### config.mk
export PLATFORM = sky130hd
export DESIGN_NAME = score_bcd_display
export DESIGN_NICKNAME = d
export VERILOG_FILES = /design/src/rtl/score_bcd_display_pkg.sv /design/src/rtl/score_bcd_display_glyph.sv /design/src/rtl/score_bcd_display.sv
export SDC_FILE = /design/constraint.sdc
export NUM_CORES = 1
export LEC_CHECK = 0
export ABC_AREA = 1
export BUFFER_PORTS_ARGS = -buffer_cell sky130_fd_sc_hd__buf_2
export CAP_MARGIN = 0
export CORE_ASPECT_RATIO = 1.75
export CORE_MARGIN = 2
export CORE_UTILIZATION = 45
export CTS_BUF_LIST = sky130_fd_sc_hd__clkbuf_8 sky130_fd_sc_hd__clkbuf_16
export CTS_CLUSTER_SIZE = 20
export DETAILED_ROUTE_END_ITERATION = 10
export SLEW_MARGIN = 25
export SYNTH_ARGS = -nofsm -noshare
export SYNTH_HDL_FRONTEND = slang
export SYNTH_HIERARCHICAL = 1
export SYNTH_SLANG_ARGS = --single-unit
### constraint.sdc
create_clock -name i_clk -period 2.86 [get_ports i_clk]
set_input_delay 0 -clock i_clk [delete_from_list [all_inputs] [get_ports i_clk]]
set_output_delay 0 -clock i_clk [all_outputs]
set_load 0.01 [all_outputs]
### src/rtl/score_bcd_display_pkg.sv
// Shared types and the 7-segment glyph table for the banner score renderer.
// Segment vector bit order is {g,f,e,d,c,b,a}.
package score_pkg;

    typedef logic [3:0] bcd_digit_t;

    localparam logic [6:0] SEG_A = 7'b0000001;
    localparam logic [6:0] SEG_B = 7'b0000010;
    localparam logic [6:0] SEG_C = 7'b0000100;
    localparam logic [6:0] SEG_D = 7'b0001000;
    localparam logic [6:0] SEG_E = 7'b0010000;
    localparam logic [6:0] SEG_F = 7'b0100000;
    localparam logic [6:0] SEG_G = 7'b1000000;

    // Codes 10-15 map to no segments, so 4'hF doubles as the "blank cell" code.
    function automatic logic [6:0] digit_segs(input bcd_digit_t d);
        case (d)
            4'd0:    return SEG_A | SEG_B | SEG_C | SEG_D | SEG_E | SEG_F;
            4'd1:    return SEG_B | SEG_C;
            4'd2:    return SEG_A | SEG_B | SEG_D | SEG_E | SEG_G;
            4'd3:    return SEG_A | SEG_B | SEG_C | SEG_D | SEG_G;
            4'd4:    return SEG_B | SEG_C | SEG_F | SEG_G;
            4'd5:    return SEG_A | SEG_C | SEG_D | SEG_F | SEG_G;
            4'd6:    return SEG_A | SEG_C | SEG_D | SEG_E | SEG_F | SEG_G;
            4'd7:    return SEG_A | SEG_B | SEG_C;
            4'd8:    return SEG_A | SEG_B | SEG_C | SEG_D | SEG_E | SEG_F | SEG_G;
            4'd9:    return SEG_A | SEG_B | SEG_C | SEG_D | SEG_F | SEG_G;
            default: return 7'b0000000;
        endcase
    endfunction

endpackage

### src/rtl/score_bcd_display_glyph.sv
// One 7-segment glyph cell: decides whether a cell-local pixel is lit for a digit.
// Segment bands are derived from the cell size (thirds across, sevenths down).
import score_pkg::*;

module digit_glyph #(
    parameter int DIGIT_WIDTH  = 12,
    parameter int DIGIT_HEIGHT = 28
) (
    input  logic [9:0]  i_x,
    input  logic [9:0]  i_y,
    input  bcd_digit_t  i_digit,
    output logic        o_lit
);
    localparam logic [9:0] TX  = 10'(DIGIT_WIDTH / 3);
    localparam logic [9:0] RX  = 10'(DIGIT_WIDTH - DIGIT_WIDTH / 3);
    localparam logic [9:0] HS1 = 10'(DIGIT_HEIGHT / 7);
    localparam logic [9:0] HS3 = 10'(3 * (DIGIT_HEIGHT / 7));
    localparam logic [9:0] HS4 = 10'(4 * (DIGIT_HEIGHT / 7));
    localparam logic [9:0] HS6 = 10'(6 * (DIGIT_HEIGHT / 7));

    logic [6:0] w_on;

    assign w_on[0] = (i_y < HS1);
    assign w_on[1] = (i_x >= RX) && (i_y < HS4);
    assign w_on[2] = (i_x >= RX) && (i_y >= HS3);
    assign w_on[3] = (i_y >= HS6);
    assign w_on[4] = (i_x < TX) && (i_y >= HS3);
    assign w_on[5] = (i_x < TX) && (i_y < HS4);
    assign w_on[6] = (i_y >= HS3) && (i_y < HS4);

    assign o_lit = |(digit_segs(i_digit) & w_on);

endmodule

### src/rtl/score_bcd_display.sv
// Live/high score keeper in BCD plus 7-segment banner renderer.
// Registered pixel output: one cycle of latency from i_hpos/i_vpos.
import score_pkg::*;

module score_bcd_display #(
    parameter int          NUM_DIGITS    = 3,
    parameter int          DIGIT_WIDTH   = 12,
    parameter int          DIGIT_HEIGHT  = 28,
    parameter int          DIGIT_GAP     = 4,
    parameter int          SCORE_X       = 590,
    parameter int          HIGH_X        = 8,
    parameter int          DIGIT_Y       = 2,
    parameter int          BANNER_HEIGHT = 32,
    parameter logic [2:0]  SCORE_COLOR   = 3'b100,
    parameter logic [2:0]  HIGH_COLOR    = 3'b110,
    parameter logic [2:0]  BANNER_COLOR  = 3'b000,
    parameter int          BLINK_FRAMES  = 16,
    parameter int          BLANK_LEADING = 1
) (
    input  logic                      i_clk,
    input  logic                      i_rst_n,
    input  logic [9:0]                i_hpos,
    input  logic [9:0]                i_vpos,
    input  logic                      i_frame_tick,
    input  logic                      i_score_inc,
    input  logic                      i_score_clr,
    output logic [4*NUM_DIGITS-1:0]   o_score_bcd,
    output logic [4*NUM_DIGITS-1:0]   o_high_bcd,
    output logic                      o_new_high,
    output logic [2:0]                o_score_rgb
);
    localparam int SW    = 4 * NUM_DIGITS;
    localparam int PITCH = DIGIT_WIDTH + DIGIT_GAP;
    localparam int FC_W  = (BLINK_FRAMES > 1) ? $clog2(BLINK_FRAMES) : 1;

    logic [SW-1:0]   r_score;
    logic [SW-1:0]   r_high;
    logic            r_new_high;
    logic [FC_W-1:0] r_frame_cnt;
    logic            r_blink;
    logic [2:0]      r_rgb;

    logic [SW-1:0]   w_score_inc;
    logic [SW-1:0]   w_score_next;
    bcd_digit_t      w_score_disp [NUM_DIGITS];
    bcd_digit_t      w_high_disp  [NUM_DIGITS];
    logic            w_live_hit, w_high_hit, w_in_row;
    logic            w_live_lit, w_high_lit;
    bcd_digit_t      w_live_digit, w_high_digit;
    logic [9:0]      w_live_lx, w_high_lx, w_ly;
    logic [2:0]      w_rgb_next;

    // Ripple BCD increment; holds at all-9s instead of wrapping to zero.
    always_comb begin : inc_logic
        logic carry;
        logic sat;
        w_score_inc = r_score;
        carry = 1'b1;
        sat   = 1'b1;
        for (int j = 0; j < NUM_DIGITS; j++)
            if (r_score[4*j +: 4] != 4'd9) sat = 1'b0;
        for (int j = 0; j < NUM_DIGITS; j++) begin
            if (carry && !sat) begin
                if (r_score[4*j +: 4] == 4'd9) begin
                    w_score_inc[4*j +: 4] = 4'd0;
                end else begin
                    w_score_inc[4*j +: 4] = r_score[4*j +: 4] + 4'd1;
                    carry = 1'b0;
                end
            end
        end
    end

    assign w_score_next = i_score_clr ? '0 : (i_score_inc ? w_score_inc : r_score);

    // Valid BCD orders the same as plain binary, so a vector compare is an MSD-first compare.
    always_ff @(posedge i_clk or negedge i_rst_n) begin
        if (!i_rst_n) begin
            r_score    <= '0;
            r_high     <= '0;
            r_new_high <= 1'b0;
        end else begin
            r_score    <= w_score_next;
            if (i_score_clr && (r_score > r_high))
                r_high <= r_score;
            r_new_high <= !i_score_clr && (w_score_next > r_high);
        end
    end

    always_ff @(posedge i_clk or negedge i_rst_n) begin
        if (!i_rst_n) begin
            r_frame_cnt <= '0;
            r_blink     <= 1'b0;
        end else if (i_frame_tick) begin
            if (r_frame_cnt == FC_W'(BLINK_FRAMES - 1)) begin
                r_frame_cnt <= '0;
                r_blink     <= ~r_blink;
            end else begin
                r_frame_cnt <= r_frame_cnt + 1'b1;
            end
        end
    end

    // Leading zeros become code 4'hF (blank); the ones digit always shows.
    always_comb begin : blanking
        logic lead_s;
        logic lead_h;
        lead_s = (BLANK_LEADING != 0);
        lead_h = (BLANK_LEADING != 0);
        for (int k = 0; k < NUM_DIGITS; k++) begin
            w_score_disp[k] = r_score[4*(NUM_DIGITS-1-k) +: 4];
            w_high_disp[k]  = r_high[4*(NUM_DIGITS-1-k) +: 4];
            if (lead_s && (k != NUM_DIGITS - 1) && (w_score_disp[k] == 4'd0))
                w_score_disp[k] = 4'hF;
            else
                lead_s = 1'b0;
            if (lead_h && (k != NUM_DIGITS - 1) && (w_high_disp[k] == 4'd0))
                w_high_disp[k] = 4'hF;
            else
                lead_h = 1'b0;
        end
    end

    assign w_in_row = (i_vpos >= 10'(DIGIT_Y)) && (i_vpos < 10'(DIGIT_Y + DIGIT_HEIGHT));
    assign w_ly     = i_vpos - 10'(DIGIT_Y);

    always_comb begin : cell_decode
        w_live_hit   = 1'b0;
        w_live_digit = 4'hF;
        w_live_lx    = '0;
        w_high_hit   = 1'b0;
        w_high_digit = 4'hF;
        w_high_lx    = '0;
        for (int k = 0; k < NUM_DIGITS; k++) begin
            if ((i_hpos >= 10'(SCORE_X + k*PITCH)) &&
                (i_hpos <  10'(SCORE_X + k*PITCH + DIGIT_WIDTH))) begin
                w_live_hit   = 1'b1;
                w_live_digit = w_score_disp[k];
                w_live_lx    = i_hpos - 10'(SCORE_X + k*PITCH);
            end
            if ((i_hpos >= 10'(HIGH_X + k*PITCH)) &&
                (i_hpos <  10'(HIGH_X + k*PITCH + DIGIT_WIDTH))) begin
                w_high_hit   = 1'b1;
                w_high_digit = w_high_disp[k];
                w_high_lx    = i_hpos - 10'(HIGH_X + k*PITCH);
            end
        end
    end

    digit_glyph #(.DIGIT_WIDTH(DIGIT_WIDTH), .DIGIT_HEIGHT(DIGIT_HEIGHT)) u_live_glyph (
        .i_x     (w_live_lx),
        .i_y     (w_ly),
        .i_digit (w_live_digit),
        .o_lit   (w_live_lit)
    );

    digit_glyph #(.DIGIT_WIDTH(DIGIT_WIDTH), .DIGIT_HEIGHT(DIGIT_HEIGHT)) u_high_glyph (
        .i_x     (w_high_lx),
        .i_y     (w_ly),
        .i_digit (w_high_digit),
        .o_lit   (w_high_lit)
    );

    always_comb begin
        w_rgb_next = BANNER_COLOR;
        if (i_vpos >= 10'(BANNER_HEIGHT))
            w_rgb_next = 3'b000;
        else if (w_live_hit && w_in_row && w_live_lit)
            w_rgb_next = (r_new_high && r_blink) ? BANNER_COLOR : SCORE_COLOR;
        else if (w_high_hit && w_in_row && w_high_lit)
            w_rgb_next = HIGH_COLOR;
    end

    always_ff @(posedge i_clk or negedge i_rst_n) begin
        if (!i_rst_n) r_rgb <= 3'b000;
        else          r_rgb <= w_rgb_next;
    end

    assign o_score_bcd = r_score;
    assign o_high_bcd  = r_high;
    assign o_new_high  = r_new_high;
    assign o_score_rgb = r_rgb;

endmodule

* Word-level counts from Yosys, hierarchy flattened
Memories as Yosys holds them, arrays and structs flattened.
Index checks and enable logic that the tools add are counted.
** Operators by class
- $lt $le $gt $ge :: 25
- Reduce and logical (&&, ||, !) cells :: 36
- Bitwise logic cells :: 3
- Muxes and demuxes :: 44
- Eq/ne operators :: 7
- Add/sub/neg operators :: 11
** Operators with widths (count)
- $mux W4 :: 17
- $mux W10 :: 6
- $ge A10 B4 Y1 const B :: 4
- $ge A10 B10 Y1 const B :: 3
- $lt A10 B10 Y1 const B :: 3
- $lt A10 B3 Y1 const B :: 3
- $lt A10 B5 Y1 const B :: 3
- $sub A10 B10 Y10 const B :: 3
- $logic_and A1 B1 Y1 :: 27
- $gt A12 B12 Y1 :: 2
- $mux W12 :: 2
- $ge A10 B5 Y1 const B :: 2
- $ge A10 B6 Y1 const B :: 2
- $lt A10 B6 Y1 const B :: 2
- $add A4 B1 Y4 const B :: 4
- $eq A4 B4 Y1 const B :: 4
- $logic_not A4 Y1 :: 4
- $mux W1 :: 15
- $and A7 B7 Y7 :: 2
- $reduce_or A7 Y1 :: 2
- $mux W3 :: 4
- $ne A4 B4 Y1 const B :: 3
- $ge A10 B2 Y1 const B :: 1
- $sub A10 B2 Y10 const B :: 1
- 6 further kinds :: 7
** Word-level totals
- Input bits :: 25
- Memory bits (read-only) :: 224
- Flip-flop bits (word level) :: 33
- Word-level logic and storage cells :: 134
- Memories kept :: 2
- Output and inout port bits :: 28
** Memory list
- (no name shown) :: depth 16, width 7, read ports 1, clocked after memory_dff 0, write ports 0, line score_bcd_display_pkg.sv:17 : case (d)
- (no name shown) :: depth 16, width 7, read ports 1, clocked after memory_dff 0, write ports 0, line score_bcd_display_pkg.sv:17

* Logic depth before layout (Yosys ltp)
Gate-level depths: netlist of run 1.
- Depth in word-level cells :: 13
- Depth in mapped cells :: 27

* Cells and area by module
The synthesis of run 1 kept the hierarchy.
** Modules (own cells, without submodules)
- score_bcd_display :: sequential area each 800.8 µm², cells an instance 558, instances 1, area each 3599.7 µm²
- digit_glyph :: sequential area each 0.0 µm², cells an instance 76, instances 2, area each 356.6 µm²

* Least setup slack after synthesis of run 1
OpenSTA, ideal clock, no wires.
- Path kind :: flip-flop to flip-flop
- From :: reg r_high[11], in the netlist o_high_bcd[11]
- To :: reg r_rgb[2], in the netlist o_score_rgb[2]
- Cell stages (with the launch flop) :: 21
- Arrival :: 2.129 ns
- Slack :: 0.614 ns
- Required time :: 2.743 ns
- Cell sequence :: dfrtp_1 > inv_1 > nand4_1 > o21ai_0 > nand3_1 > nand2_1 > nand2_1 > nand2_1 > inv_1 > ha_1 > nand2_1 > nand2_1 > nand2_1 > nand3_1 > nand2_1 > nor2_1 > nand2_1 > inv_1 > nor2_1 > nand2_1 > nand2_1
** On the way
- Cells in the longest elaborated chain, start to end :: 13
- Elaborated cells on any way between the ends :: 15
** Ends and longest elaborated chain
- start, declared :: line score_bcd_display.sv:37 : logic [SW-1:0] r_high;
- start signal, assigned :: line score_bcd_display.sv:85 : r_high <= r_score;
- $logic_not A4 Y1 * :: line score_bcd_display.sv:117 : if (lead_h && (k != NUM_DIGITS - 1) && (w_high_disp[k] == 4'd0))
- $mux W1 :: line score_bcd_display.sv:117
- $logic_and A1 B1 Y1 :: line score_bcd_display.sv:117
- $mux W4 :: line score_bcd_display.sv:117
- $mux W4 * (2 in a row) :: line score_bcd_display.sv:141 : if ((i_hpos >= 10'(HIGH_X + k*PITCH)) &&
- via w_high_digit[1] :: line score_bcd_display.sv:49 : bcd_digit_t w_live_digit, w_high_digit;
- $mem_v2 Z16 W7 *
- $and A7 B7 Y7 * :: line score_bcd_display_glyph.sv:31 : assign o_lit = |(digit_segs(i_digit) & w_on);
- $reduce_or A7 Y1 * :: line score_bcd_display_glyph.sv:31
- via w_high_lit :: line score_bcd_display.sv:48 : logic w_live_lit, w_high_lit;
- $logic_and A1 B1 Y1 * :: line score_bcd_display.sv:170 : else if (w_high_hit && w_in_row && w_high_lit)
- $mux W3 * :: line score_bcd_display.sv:170
- $mux W3 * :: line score_bcd_display.sv:168 : else if (w_live_hit && w_in_row && w_live_lit)
- $mux W3 * :: line score_bcd_display.sv:166 : if (i_vpos >= 10'(BANNER_HEIGHT))
- via w_rgb_next[2] :: line score_bcd_display.sv:51 : logic [2:0] w_rgb_next;
- end signal, assigned :: line score_bcd_display.sv:176 : else r_rgb <= w_rgb_next;
- end, declared :: line score_bcd_display.sv:41 : logic [2:0] r_rgb;
The timed path passes the listed nets; every way through them passes the cells marked *.
A chain may end at the register's enable or synchronous reset.

* Worst setup path after layout of run 1
- From :: reg r_score[11], in the netlist o_score_bcd[11]
- To :: reg r_rgb[2], in the netlist o_score_rgb[2]
** On the way
- Cells in the longest elaborated chain, start to end :: 12
- Elaborated cells on any way between the ends :: 14
** Ends and longest elaborated chain
- start, declared :: line score_bcd_display.sv:36 : logic [SW-1:0] r_score;
- start signal, assigned :: line score_bcd_display.sv:83 : r_score <= w_score_next;
- $logic_not A4 Y1 * :: line score_bcd_display.sv:113 : if (lead_s && (k != NUM_DIGITS - 1) && (w_score_disp[k] == 4'd0))
- $mux W1 :: line score_bcd_display.sv:113
- $logic_and A1 B1 Y1 :: line score_bcd_display.sv:113
- $mux W4 :: line score_bcd_display.sv:113
- $mux W4 * (2 in a row) :: line score_bcd_display.sv:135 : if ((i_hpos >= 10'(SCORE_X + k*PITCH)) &&
- via w_live_digit[1] :: line score_bcd_display.sv:49
- $mem_v2 Z16 W7 *
- $and A7 B7 Y7 * :: line score_bcd_display_glyph.sv:31
- $reduce_or A7 Y1 * :: line score_bcd_display_glyph.sv:31
- via w_live_lit :: line score_bcd_display.sv:48
- $logic_and A1 B1 Y1 * :: line score_bcd_display.sv:168
- $mux W3 * :: line score_bcd_display.sv:168
- $mux W3 * :: line score_bcd_display.sv:166
- via w_rgb_next[2] :: line score_bcd_display.sv:51
Marked as above.

==> impl_metrics.yaml, run 1 <==
die:
  dieHeight_um: 133
  core_um2: 9350
  start_util_pct: 45.9
  fp.dieW_um: 77.8
  rows: 47
  die-area_um2: 10400
  pin_count: 53
routing:
  drt-total-wl_um: 12200
  num_vias: 4590
  routed_via_density: 5.18
  wl_per_cell_um: 13.8
  ant_nets: 0
  firstDrtPassIters: 4
  drtIter0Drc: 206
  drc: 0
critical_path:
  critPathLaunchType: "flip-flop"
  cp_common_cell: "nand2_1"
  cp-end-kind: "flip-flop"
  path_cells: "inv_1 -> nand4_1 -> inv_1 -> nor2_1 -> nand3_1 -> nand2_1 -> nand2_1 -> nand2_1 -> nand2_1 -> inv_1 -> ha_1 -> nand2_1 -> nand2_1 -> nand2_1 -> nand3_1 -> nand2_1 -> nor2_1 -> nand2_1 -> inv_1 -> nor2_1 -> nand3_1 -> nand2_1"
  crit_fanout: 7
  slowest_delay_ns: 0.47
  cp.required_ns: 3.04
  crit_type: "reg -> reg"
  critPathArrivalTime_ns: 2.81
  cpMaxStageDelayCell: "dfrtp_1"
power:
  swShare_pct: 41.8
  combPwrFrac_pct: 45.5
  p_sw_w: 0.000945
  ir_drop_v: 0.000451
  p_per_area_nw_per_um2: 465
  pwr-share-seq_pct: 27.1
  p_int_w: 0.00131
  clkPwrFrac_pct: 27.4
  power_leakage_nw: 2.72
grt:
  grt-ovfl-total: 0
  grt_usage_pct: 24.1
  antenna_found_initial: 0
  grt_pass1_wl_um: 20200
  grt_pass1_vias: 4613
  grt_start_max_net_pins: 33
cts:
  cts_made_buffers: 5
  cts.clk_slew.worst_paths_ns: 0.06
  clock_latency_ns: 0.29
  cts_tree: "built"
  cts_root_buffer: "clkbuf_16"
  cts.path.max_buffers: 2
  cts.sink_count: 32
  cts_max_level: 2
placement:
  pre_cts_slack_ns: 0.135
  dp_hpwl_um: 10000
  numPortBuffers: 51
  place_congestion: 0.914
timing:
  finalSetupViolCount: 0
  rsz0062_at_grt: "no"
  slew_headroom_pct: 49.5
  timing_hold_violations_final: 0
  worst_slew_pin_slew_ns: 0.757
  fin_crit_sh_pct: 92.0
  min_period_ns: 2.63
  skew_ns: 0.00662
  timing.fmax_ghz: 0.380
  drv_slew: 0
  totalNegativeSetupSlack_ns: 0
  fin_ws_ns: 0.230
final_layout:
  num_antenna_cells: 0
  fin_nets: 831
  syn_to_final_growth_pct: 13.2
  nFillCells: 981
  drive_above_1_share_pct: 16.5
hold_path:
  hold_path_class: "in -> reg"
logic_synthesis:
  synthCells: 705
  yosysWarningCount: 6
  syn_avg_cell_area_um2: 6.09
  syn_nets: 773
  syn_area_um2: 4290
run:
  maxCapViolations: 0
outcome:
  status: "completed"
-- layout make-up --
type / count / area (um2) / area share, %
tap: 122 / 153 / 3.14
clock buffer: 5 / 125 / 2.58
clock inverter: 3 / 42.5 / 0.876
timing repair buffer: 64 / 358 / 7.37
sequential: 32 / 802 / 16.5
inverter: 108 / 410 / 8.45
multi-input combinational: 552 / 2970 / 61.1
-- metal layers --
layer / global-route usage, % / vias to the layer above / share of wire, %
met5: 0 / - / 0
met4: 13.6 / 0 / 4.5
met3: 1.63 / 37 / 2.7
met2: 46.9 / 108 / 55
met1: 24.5 / 2067 / 38
li1: - / 2378 / -
-- sequential cells by signal, indices dropped and copies added, names as in the netlist --
signal       flops
r_frame_cnt      4
o_score_rgb      2
o_high_bcd      12
o_new_high       1
r_blink          1
o_score_bcd     12
-- power groups by stage --
stage / sequential (W) / combinational, W / clock [W]
4_1_cts: 0.000612 / 0.00102 / 0.000633
6_report: 0.000613 / 0.00103 / 0.000620
3_3_place_gp: 0.000616 / 0.000989 / 0
5_1_grt: 0.000624 / 0.00118 / 0.000645
3_5_place_dp: 0.000619 / 0.00102 / 0
2_1_floorplan: 0.000623 / 0.000707 / 0
-- per-stage QoR --
step | total power (W) | cells | hold WS (ns) | instance area [um2] | utilization [%]
6_report | 0.00226 | 886 | 0.0765 | 4860 | 52.0
5_1_grt | 0.00245 | 886 | 0.0771 | 4860 | 52.0
3_3_place_gp | 0.00161 | 875 | 0.101 | 4660 | 49.9
2_1_floorplan | 0.00133 | 705 | -0.296 | 4290 | -
3_5_place_dp | 0.00164 | 875 | 0.112 | 4660 | 49.9
4_1_cts | 0.00227 | 885 | 0.0683 | 4850 | 51.9
-- layout by cell type, fill, tap and decap left out, types with 10 or more instances in the layout --
| cell | count |
|---|---|
| nand2_1 | 203 |
| o21ai_0 | 38 |
| buf_2 | 51 |
| nand2_2 | 10 |
| nor2_1 | 78 |
| buf_4 | 11 |
| nand3_1 | 67 |
| a21oi_1 | 24 |
| dfrtp_1 | 31 |
| xor2_1 | 16 |
| inv_1 | 89 |
| inv_2 | 16 |
| ha_1 | 43 |
| nand4_1 | 12 |
-- worst paths after layout --
path | startpoint | endpoint | slack (ns) | depth (start not counted)
worst max-delay path | o_score_bcd[11] | o_score_rgb[2] | 0.23 | 22
worst min-delay path | i_score_clr | o_score_bcd[0] | 0.08 | 2
worst max register to register | o_score_bcd[11] | o_score_rgb[2] | 0.23 | 22
worst min register to register | r_blink | r_blink | 0.48 | 1
max in group asynchronous | i_rst_n | o_score_bcd[8] | 2.02 | 2
min in group asynchronous | i_rst_n | o_high_bcd[11] | 0.32 | 2
-- timing repair --
action / CTS / global route
hold buffers: 2 / 0
setup endpoints to repair: 0 / 2
setup buffers: 0 / 1
endpoints found under the hold margin: 33 / 0
gates resized for setup: 0 / 2
-- worst max-delay path, delay by kind of cell, from the launching register on --
kind	cells	cell delay, ns
and+or+nand+nor	17	1.30
adders and majority gates	1	0.30
buffers and inverters	4	0.46
DFF	1	0.47
Note: power is estimated with default switching activity, not from simulation.
==> run 2, diff against run 1 <==
- CELL_PAD_IN_SITES_DETAIL_PLACEMENT: unset -> 1
- CELL_PAD_IN_SITES_GLOBAL_PLACEMENT: unset -> 2
- CORE_UTILIZATION: 45 -> 32
- PLACE_DENSITY_LB_ADDON: unset -> 0.1
==> run 2 against run 1 <==
Net effect: combinational power is 4% higher; clock skew is 0.0023 ns lower; die area is 39% higher; critical path depth is 2 lower; worst hold slack worse by 0.075 ns; core utilization is 14 points lower; cell count is 6.9% higher; via count is 3.7% higher; critical path type unchanged.
==> impl_metrics.yaml, run 2 (same netlist as run 1, synthesis figures left out) <==
die:
  core_um2: 13200
  start_util_pct: 32.4
  dieHeight_um: 157
  fp.dieW_um: 91.5
  die-area_um2: 14400
  rows: 56
  pin_count: 53
routing:
  drc: 0
  num_vias: 4762
  drt-total-wl_um: 14800
  routed_via_density: 5.03
  ant_nets: 0
  firstDrtPassIters: 4
  drtIter0Drc: 106
  wl_per_cell_um: 15.6
grt:
  grt_start_max_net_pins: 33
  grt_pass1_vias: 5083
  grt-ovfl-total: 0
  grt_usage_pct: 21.2
  grt_pass1_wl_um: 24300
  antenna_found_initial: 0
cts:
  clock_latency_ns: 0.28
  cts.path.max_buffers: 2
  cts_root_buffer: "clkbuf_16"
  cts.sink_count: 32
  cts_tree: "built"
  cts.clk_slew.worst_paths_ns: 0.06
  cts_made_buffers: 5
  cts_max_level: 2
timing:
  min_period_ns: 2.58
  slew_headroom_pct: 47.1
  rsz0062_at_grt: "no"
  timing.fmax_ghz: 0.388
  drv_slew: 0
  totalNegativeSetupSlack_ns: 0
  finalSetupViolCount: 0
  timing_hold_violations_final: 0
  fin_crit_sh_pct: 90.2
  worst_slew_pin_slew_ns: 0.793
  skew_ns: 0.00430
final_layout:
  final_cell_mix: "202 x nand2_1, 84 x inv_1, 77 x nor2_1"
  num_antenna_cells: 0
  syn_to_final_growth_pct: 16.3
  drive_above_1_share_pct: 18.8
  fin_nets: 840
  mostFrequentLayoutCell: "nand2_1"
placement:
  dp_hpwl_um: 12500
  numPortBuffers: 51
  place_congestion: 0.860
critical_path:
  critPathArrivalTime_ns: 2.76
  rr_worst_depth: 20
  critPathLaunchType: "flip-flop"
  cp-end-kind: "flip-flop"
  r2r-end: "o_score_rgb[2]"
  crit_start: "o_score_bcd[9]"
  cpMaxStageDelayCell: "dfrtp_2"
  cp.required_ns: 3.04
  reg2reg_from: "o_score_bcd[9]"
  path_cells: "inv_2 -> nand4_1 -> nor2_2 -> nor2_1 -> nand2_1 -> nand3_1 -> nand2_1 -> inv_1 -> ha_1 -> nand2_1 -> nand2_1 -> nand2_1 -> nand3_1 -> nand2_1 -> nor2_1 -> nand2_1 -> inv_1 -> nor2_1 -> nand3_1 -> nand2_1"
  cp_common_cell: "nand2_1"
  r2r_setup_slack_ns: 0.28
  slowest_delay_ns: 0.44
  crit_end: "o_score_rgb[2]"
  crit_fanout: 6
  crit_type: "reg -> reg"
power:
  ir_drop_v: 0.000432
  p_per_area_nw_per_um2: 462
  power_leakage_nw: 2.77
  design_power_total_w: 0.00231
run:
  maxCapViolations: 0
hold_path:
  hold_path_class: "in -> reg"
outcome:
  status: "completed"
## run 2: report_power, final
part	switching (W)	total (W)	internal, W
Sequential	0.0000903	0.000622	0.000532
Combinational	0.000698	0.00107	0.000375
Clock	0.000207	0.000613	0.000406
Total	0.000995	0.00231	0.00131
## run 2: worst min path at each step
stage,startpoint,end,slack [ns],cells past startpoint
6_report,i_frame_tick,r_frame_cnt[1],0.002,3
5_1_grt,i_frame_tick,r_frame_cnt[1],0.01,3
4_1_cts,i_frame_tick,r_frame_cnt[1],0.0003,3
3_5_place_dp,i_rst_n,o_score_bcd[9],0.13,1
3_3_place_gp,i_rst_n,o_high_bcd[7],0.12,1
2_1_floorplan,i_rst_n,o_high_bcd[0],-0.30,0
## run 2: stage by stage
step	hold WS (ns)	setup WS (ns)	cells	util, %	area [um2]
after floorplan	-0.296	0.614	705	-	4290
after global placement	0.121	0.180	934	36.1	4780
after detailed placement	0.132	0.121	934	36.1	4780
after CTS	0.000328	0.188	943	37.4	4950
after global routing	0.0140	0.00980	947	37.7	4990
final	0.00186	0.281	947	37.7	4990
## run 2: routing by layer
metal	share of wire, %	vias to the layer above	global-route usage, %
li1	-	2389	-
met1	36	2255	20.6
met2	57	84	43.7
met3	2.4	34	1.58
met4	4.5	0	10.3
met5	0	-	0
## run 2: critical path, delay by kind of cell, from the launching register on
| kind | cells | cell delay [ns] |
|---|---|---|
| buffers and inverters | 3 | 0.26 |
| DFF | 1 | 0.44 |
| and+or+nand+nor | 16 | 1.47 |
| adders and majority gates | 1 | 0.29 |
## run 2: layout make-up
type | count | area, um2
flip-flops and latches | 32 | 805
inverters | 108 | 410
repair buffers | 73 | 423
clock buffers | 5 | 125
well taps | 174 | 218
fillers | 1811 | 8250
clock inverters | 3 | 38.8
multi-input cells | 552 | 2970
## run 2: repair_timing
item / 4_1_cts / 5_1_grt
gates resized for setup: 0 / 14
setup buffers: 0 / 4
setup endpoints to repair: 0 / 2
hold buffers: 1 / 0
hold endpoints to repair: 32 / 0
